$ cat src/rtl/flash_arb_pkg.sv
// Shared definitions for the flash read arbiter: FSM encoding, requester
// count and the fixed Avalon sideband values.
package flash_arb_pkg;

  typedef enum logic [1:0] {
    IDLE      = 2'd0,
    ISSUE     = 2'd1,
    WAIT_DATA = 2'd2,
    DONE      = 2'd3
  } arb_state_e;

  localparam int         NUM_REQ        = 2;
  localparam logic [3:0] BYTEENABLE_ALL = 4'b1111;
  localparam logic [5:0] BURST_ONE      = 6'd1;

  function automatic logic [NUM_REQ-1:0] grant_onehot(input logic idx);
    return idx ? 2'b10 : 2'b01;
  endfunction

endpackage

$ cat src/rtl/rr_arb2.sv
// Combinational two-way round-robin pick: a lone requester wins outright,
// a tie goes to the requester that was not granted last.
module rr_arb2
  import flash_arb_pkg::*;
(
  input  logic [NUM_REQ-1:0] req_i,
  input  logic               last_grant_i,
  output logic               grant_o,
  output logic               valid_o
);

  always_comb begin
    grant_o = req_i[1];
    if (req_i == 2'b11) begin
      grant_o = ~last_grant_i;
    end
  end

  assign valid_o = |req_i;

endmodule

$ cat src/rtl/flash_read_arbiter.sv
// Shares one Avalon-MM flash read master between two requesters, running one
// single-word read at a time with a readdatavalid timeout.
module flash_read_arbiter
  import flash_arb_pkg::*;
#(
  parameter int ADDR_W         = 23,
  parameter int DATA_W         = 32,
  parameter int TIMEOUT_CYCLES = 255
) (
  input  logic               inclk,
  input  logic               reset,
  input  logic [NUM_REQ-1:0] req,
  input  logic [ADDR_W-1:0]  req_addr0,
  input  logic [ADDR_W-1:0]  req_addr1,
  output logic [NUM_REQ-1:0] rd_done,
  output logic [DATA_W-1:0]  rd_data,
  output logic               rd_error,
  output logic               busy,
  output logic               flash_mem_read,
  output logic [ADDR_W-1:0]  flash_mem_address,
  output logic [3:0]         flash_mem_byteenable,
  output logic [5:0]         flash_mem_burstcount,
  input  logic               flash_mem_waitrequest,
  input  logic [DATA_W-1:0]  flash_mem_readdata,
  input  logic               flash_mem_readdatavalid
);

  // Counter holds the number of WAIT_DATA cycles already spent, so the
  // timeout fires on the TIMEOUT_CYCLES-th one.
  localparam logic [7:0] TIMEOUT_LAST = 8'(TIMEOUT_CYCLES - 1);

  arb_state_e        state_q, state_d;
  logic              grant_q, grant_d;
  logic              last_grant_q, last_grant_d;
  logic [ADDR_W-1:0] addr_q, addr_d;
  logic              read_q, read_d;
  logic [DATA_W-1:0] data_q, data_d;
  logic              err_q, err_d;
  logic [7:0]        cnt_q, cnt_d;
  logic              arb_grant;
  logic              arb_valid;

  rr_arb2 u_rr_arb2 (
    .req_i        (req),
    .last_grant_i (last_grant_q),
    .grant_o      (arb_grant),
    .valid_o      (arb_valid)
  );

  always_ff @(posedge inclk or posedge reset) begin
    if (reset) begin
      state_q      <= IDLE;
      grant_q      <= 1'b0;
      last_grant_q <= 1'b1;
      addr_q       <= '0;
      read_q       <= 1'b0;
      data_q       <= '0;
      err_q        <= 1'b0;
      cnt_q        <= '0;
    end else begin
      state_q      <= state_d;
      grant_q      <= grant_d;
      last_grant_q <= last_grant_d;
      addr_q       <= addr_d;
      read_q       <= read_d;
      data_q       <= data_d;
      err_q        <= err_d;
      cnt_q        <= cnt_d;
    end
  end

  always_comb begin
    state_d      = state_q;
    grant_d      = grant_q;
    last_grant_d = last_grant_q;
    addr_d       = addr_q;
    read_d       = read_q;
    data_d       = data_q;
    err_d        = err_q;
    cnt_d        = cnt_q;
    case (state_q)
      IDLE: begin
        if (arb_valid) begin
          grant_d      = arb_grant;
          last_grant_d = arb_grant;
          addr_d       = arb_grant ? req_addr1 : req_addr0;
          read_d       = 1'b1;
          state_d      = ISSUE;
        end
      end
      ISSUE: begin
        if (!flash_mem_waitrequest) begin
          read_d = 1'b0;
          cnt_d  = '0;
          // A slave may return data in the accept cycle itself.
          if (flash_mem_readdatavalid) begin
            data_d  = flash_mem_readdata;
            err_d   = 1'b0;
            state_d = DONE;
          end else begin
            state_d = WAIT_DATA;
          end
        end
      end
      WAIT_DATA: begin
        cnt_d = cnt_q + 8'd1;
        if (flash_mem_readdatavalid) begin
          data_d  = flash_mem_readdata;
          err_d   = 1'b0;
          state_d = DONE;
        end else if (cnt_q == TIMEOUT_LAST) begin
          data_d  = '0;
          err_d   = 1'b1;
          state_d = DONE;
        end
      end
      DONE: begin
        state_d = IDLE;
      end
      default: begin
        state_d = IDLE;
      end
    endcase
  end

  assign rd_done              = (state_q == DONE) ? grant_onehot(grant_q) : '0;
  assign rd_data              = data_q;
  assign rd_error             = err_q;
  assign busy                 = (state_q != IDLE);
  assign flash_mem_read       = read_q;
  assign flash_mem_address    = addr_q;
  assign flash_mem_byteenable = BYTEENABLE_ALL;
  assign flash_mem_burstcount = BURST_ONE;

endmodule

$ cat config.mk
export PLATFORM = sky130hd
export DESIGN_NAME = flash_read_arbiter
export DESIGN_NICKNAME = d
export VERILOG_FILES = /design/src/rtl/flash_arb_pkg.sv /design/src/rtl/rr_arb2.sv /design/src/rtl/flash_read_arbiter.sv
export SDC_FILE = /design/constraint.sdc
export NUM_CORES = 1
export LEC_CHECK = 0
export CAP_MARGIN = 20
export CORE_MARGIN = 8
export CORE_UTILIZATION = 37
export DETAILED_ROUTE_END_ITERATION = 6
export PLACE_DENSITY_LB_ADDON = 0.08
export REMOVE_ABC_BUFFERS = 1
export SLEW_MARGIN = 20
export SYNTH_ARGS = -nofsm -noshare
export SYNTH_HDL_FRONTEND = slang
export SYNTH_SLANG_ARGS = --single-unit
$ cat constraint.sdc
create_clock -name inclk -period 2.1 [get_ports inclk]
set_clock_uncertainty 0.2 [all_clocks]
set_input_delay 0.315 -clock inclk [delete_from_list [all_inputs] [get_ports inclk]]
set_output_delay 0.315 -clock inclk [all_outputs]
set_load 0.02 [all_outputs]
After elaboration in Yosys (flattened, before gate mapping)
Cells that the tools add are included.
{"block": "totals", "regBits": 69, "input_bits": 84, "output_inout_bits": 70, "word_cells": 54}
{"block": "op_classes", "n_addsub": 1, "n_eq_ne": 9, "n_mux": 25, "bitwise": 1, "reduce_logical": 10}
{"cell": "32-bit two-way mux", "n": 4}
{"cell": "32-bit one-hot mux with 2 select lines", "n": 1}
{"cell": "23-bit two-way mux", "n": 1}
{"cell": "8-bit one-hot mux with 2 select lines", "n": 1}
{"cell": "2-bit two-way mux", "n": 6}
{"cell": "8-bit by 1-bit adder with 8-bit output, second input constant", "n": 1}
{"cell": "8-bit equality test, second input constant", "n": 1}
{"cell": "1-bit two-way mux", "n": 8}
{"cell": "8-bit two-way mux", "n": 1}
{"cell": "2-bit one-hot mux with 4 select lines", "n": 1}
{"cell": "2-bit equality test, second input constant", "n": 3}
{"cell": "2-bit inequality test, second input constant", "n": 3}
{"cell": "3-bit AND reduction", "n": 2}
{"cell": "2-bit nonzero test", "n": 3}
{"cell": "1-bit one-hot mux with 2 select lines", "n": 2}
{"cell": "2-bit AND reduction", "n": 2}
{"cell": "4-bit AND reduction", "n": 1}
{"cell": "3-bit inequality test, second input constant", "n": 1}
{"cell": "2-bit by 1-bit equality test with 1-bit output, second input constant", "n": 1}
{"cell": "2-bit zero test", "n": 1}
{"cell": "2-bit OR reduction", "n": 1}
{"cell": "1-bit NOT", "n": 1}

Longest topological paths before layout
{"block": "depth", "ltp_word": 4, "mapped_depth": 7, "ltp_nobuf": 6}

By module
From an unflattened synthesis, not the netlist that was laid out.
{"block": "hier_totals", "hier_cells": 274, "hier_area_um2": 3180.6}
{"module": "flash_read_arbiter", "n_inst": 1, "cells_each": 272, "area_per_inst_um2": 3166.8, "seq_area_each_um2": 1727.9}
{"module": "rr_arb2", "n_inst": 1, "cells_each": 2, "area_per_inst_um2": 13.8, "seq_area_each_um2": 0.0}

Worst setup path before layout
OpenSTA, ideal clock, no wires.
{"block": "synth_path", "path_type": "register to register", "start": "reg state_q[1]", "end": "reg data_q[10], in the netlist rd_data[10]", "setup_ns": 0.121, "t_arrival_ns": 1.569, "required_ns": 1.779, "slack_ns": 0.210, "path_stages_with_launch": 8, "n_path_buf": 1, "cell_sequence": "dfrtp_1 > inv_1 > ha_1 > and2_4 > nor3b_4 > a31oi_4 > buf_6 > a22o_1"}
{"block": "synth_between", "elab_chain_len": 3}
{"element": "from (decl)", "line_no": "flash_read_arbiter.sv:32", "source": "arb_state_e state_q, state_d;"}
{"element": "from (signal assigned)", "line_no": "flash_read_arbiter.sv:61", "source": "state_q <= state_d;"}
{"element": "2-bit equality test / 2-bit by 1-bit equality test with 1-bit output (equally long branches)", "line_no": "flash_read_arbiter.sv:81", "source": "case (state_q)"}
{"element": "3-bit inequality test (no line), or another cell as far along"}
{"element": "4-bit AND reduction (no line)"}
{"element": "to (signal assigned)", "line_no": "flash_read_arbiter.sv:66", "source": "data_q <= data_d;"}
{"element": "to (decl)", "line_no": "flash_read_arbiter.sv:37", "source": "logic [DATA_W-1:0] data_q, data_d;"}
Several ways; a longest one is shown, not always the timed one.
A chain may end at the register's enable or synchronous reset.

Worst setup path after layout
{"block": "layout_path", "start": "reg state_q[0]", "end": "reg data_q[15], in the netlist rd_data[15]"}
The elaborated chain is that of the path after synthesis.

==> impl_results.md <==
- Root Buffer: clkbuf_8
- Routed WL: 8952 um
- Worst Path Max Fanout: 33
- Number of flops mapped to enable cells by yosys: 0
- Gr ovfl total: 0
- Overall Global Routing Usage: 0.1546
- Initial antenna violation count: 0
- CTS Hold Bufs: 0
- Final Hold Viols: 0
- Vias in the first global route: around 2700
- FMAX: roughly 500 MHz
- Synth unique cells: 38
- Worst VDD drop: between 0.6 and 0.7 mV
- Total CTS buffers: 9
- Synthesis Warnings: 0
- Die Span Y: between 100 and 150 um
- Fin crit period: 2013 ps
- Cells along the critical path: inv_1 > ha_2 > nor2_1 > nor3b_4 > a31oi_4 > buf_12 > a22o_1
- Placeable core area: 0.008217 sq mm
- Clk Latency, worst-skew pair: between 300 and 400 ps
- Post-route DRC: 0
- TNS Setup: 0 ps
- Status: finished, final reports clean
- Crit path largest cell delay: 430 ps
- First-pass GRT wire length: 14210 um
- Share of layout cells above drive strength 1: 0.09133
- Unrepaired setup endpoints after global routing: false
- Clock Path Buffers: 2
- Setup CP Type: reg -> reg
- Die X: approximately 110 um
- WP data arrival: ~2000 ps
- Synthesized cell area: approximately 0.0031 sq mm
- Final GP Congestion: about 0.8
- Setup-failing EPs final: 0
- Post-synthesis sequential area ratio: 0.5520
- PwrDens: about 1400 mW/mm^2
- Slew Limit Fails: 0
- Post-layout util: 0.5974
- Fraction of registers with async set/reset: 1.000
- Total die area: 0.01166 sq mm
- Top FF cell, synth: dfrtp_1
- Critical Path Slowest Stage Cell: dfrtp_1
- Post-DR vias/cell: between 4 and 5
- Vias after detailed routing: 2592
- Row Count: 33
- CTS tree: yes
- Port Buffers: ~140
- Max-cap violations: 0
- Post-DRT Antenna Nets: 0
- Crit path required time: 2120 ps
- Leak: 2.188 nW
- Drt pass-1 iters: 4
- H-tree levels: 3
- P&R area growth vs syn: 56.79%
- Initial DRC Count: 89
- Pin count of the biggest net entering global routing: 41
- DP Area: 0.004708 sq mm
- Critical path startpoint category: flip-flop
- Mean Syn Cell Area: roughly 11 sq um
- Clk pin slew, worst setup/hold paths: around 80 ps
- CTS sink cnt: 69
- Synth Register Bits: approximately 70
- Setup crit end kind: flip-flop
- # IOs: 154
- Antenna Cells: 0
- Period utilisation layout: 0.9588
- Final HPWL DP: 6838 um
- Post-Syn Instances: ~270
- Final Cell Area: between 0.004 and 0.005 sq mm
- Final net count: a little over 500
- Wire per inst: approximately 17 um
- Starting Density: 0.3810
- Min-Delay Path Class: in -> async
[synth_stat cells (3+ instances only)]
library cell | instances | area, sq um
a21oi_1 | 4 | 20.02
a22o_1 | 36 | 315.3
buf_2 | 7 | 35.03
buf_4 | 12 | 90.09
buf_6 | 3 | 33.78
clkbuf_1 | 3 | 11.26
dfrtp_1 | 68 | 1702
ha_1 | 7 | 87.58
inv_1 | 8 | 30.03
mux2i_1 | 24 | 240.2
nand2_1 | 35 | 131.4
nand3_1 | 4 | 20.02
nor2_1 | 3 | 11.26
o21ai_0 | 32 | 160.2
[flip-flops by register name (all words and copies together), names as in the netlist]
name / count
cnt_q: 8
flash_mem_address: 23
flash_mem_read: 1
grant_q: 1
last_grant_q: 1
rd_data: 32
rd_error: 1
state_q: 2
[worst max-delay path, delay by kind of cell (launching register included)]
family	cells	cell delay [ps]
buffers and inverters	2	350
AO/OA/AOI/OAI	2	260
adder cells (fa/ha/maj)	1	260
AND/OR/NAND/NOR	2	400
flip-flops	1	430
[through the flow]
stage	hold slack, ps	cells	power (mW)	worst slack (ps)
after floorplan	177.9	256	4.145	-1605
after global placement	263.6	516	5.920	108.1
after detailed placement	269.4	516	5.969	86.75
after CTS	83.62	532	7.077	56.14
after global routing	127.9	532	7.445	3.187
final	86.23	532	6.980	86.53
[cell type report]
type | count | area [sq um]
Inverter | 8 | 30.03
Fill cell | 714 | 3308
Multi-Input combinational cell | 179 | 1252
Clock buffer | 10 | 127.6
Clock inverter | 6 | 71.32
Tap cell | 105 | 131.4
Sequential cell | 69 | 1728
Timing Repair Buffer | 155 | 1568
[per-layer routing]
metal  track usage  vias to the layer above  part of all wire
met2        0.2616                       82              0.50
met4       0.04658                        0            0.0082
met3       0.04759                        7             0.066
li1              -                     1260                 -
met1        0.1841                     1243              0.43
met5             0                        -                 0
[logic make-up after synthesis]
family	count (synthesis)	synth area share
AO/OA/AOI/OAI	84	0.1926
other	2	0.002399
buffers and inverters	33	0.06395
flip-flops	69	0.5520
adder cells (fa/ha/maj)	7	0.02798
multiplexers	25	0.08034
AND/OR/NAND/NOR	53	0.08074
[power breakdown]
| group | internal [mW] | total (mW) | switching, mW | leakage (nW) |
|---|---|---|---|---|
| clock | 0.560 | 1.09 | 0.529 | 0.0935 |
| sequential | 1.93 | 2.27 | 0.340 | 0.863 |
| combinational | 1.77 | 3.62 | 1.85 | 1.23 |
| total | 4.26 | 6.98 | 2.72 | 2.19 |
[what timing repair did]
item,in CTS,in global routing
cloned,0,0
pin swaps,0,1
endpoints found under the hold margin,0,0
gates resized for setup,3,2
endpoints found under the setup margin,3,31
setup buffers,0,0
[worst paths after layout]
kind	start	end	slack, ps	cells past startpoint
setup / recovery	state_q[0]	rd_data[15]	90	7
hold / removal	reset	flash_mem_address[10]	90	2
setup reg to reg	state_q[0]	rd_data[15]	90	7
hold reg to reg	flash_mem_address[13]	flash_mem_address[13]	280	2
max in group asynchronous	reset	flash_mem_address[6]	1090	3
min in group inclk	flash_mem_address[13]	flash_mem_address[13]	280	2
[placed cells by master (no fill, tap or decap), types with 5 or more instances in the layout]
master,synthesis,routed
ha_1,7,5
inv_1,8,7
a22o_1,36,36
conb_1,2,10
nand2_1,35,35
buf_4,12,8
dfrtp_1,68,68
o21ai_0,32,31
clkbuf_8,0,9
clkdlybuf4s50_1,0,140
mux2i_1,24,24
(Power assumes the default switching activity.)
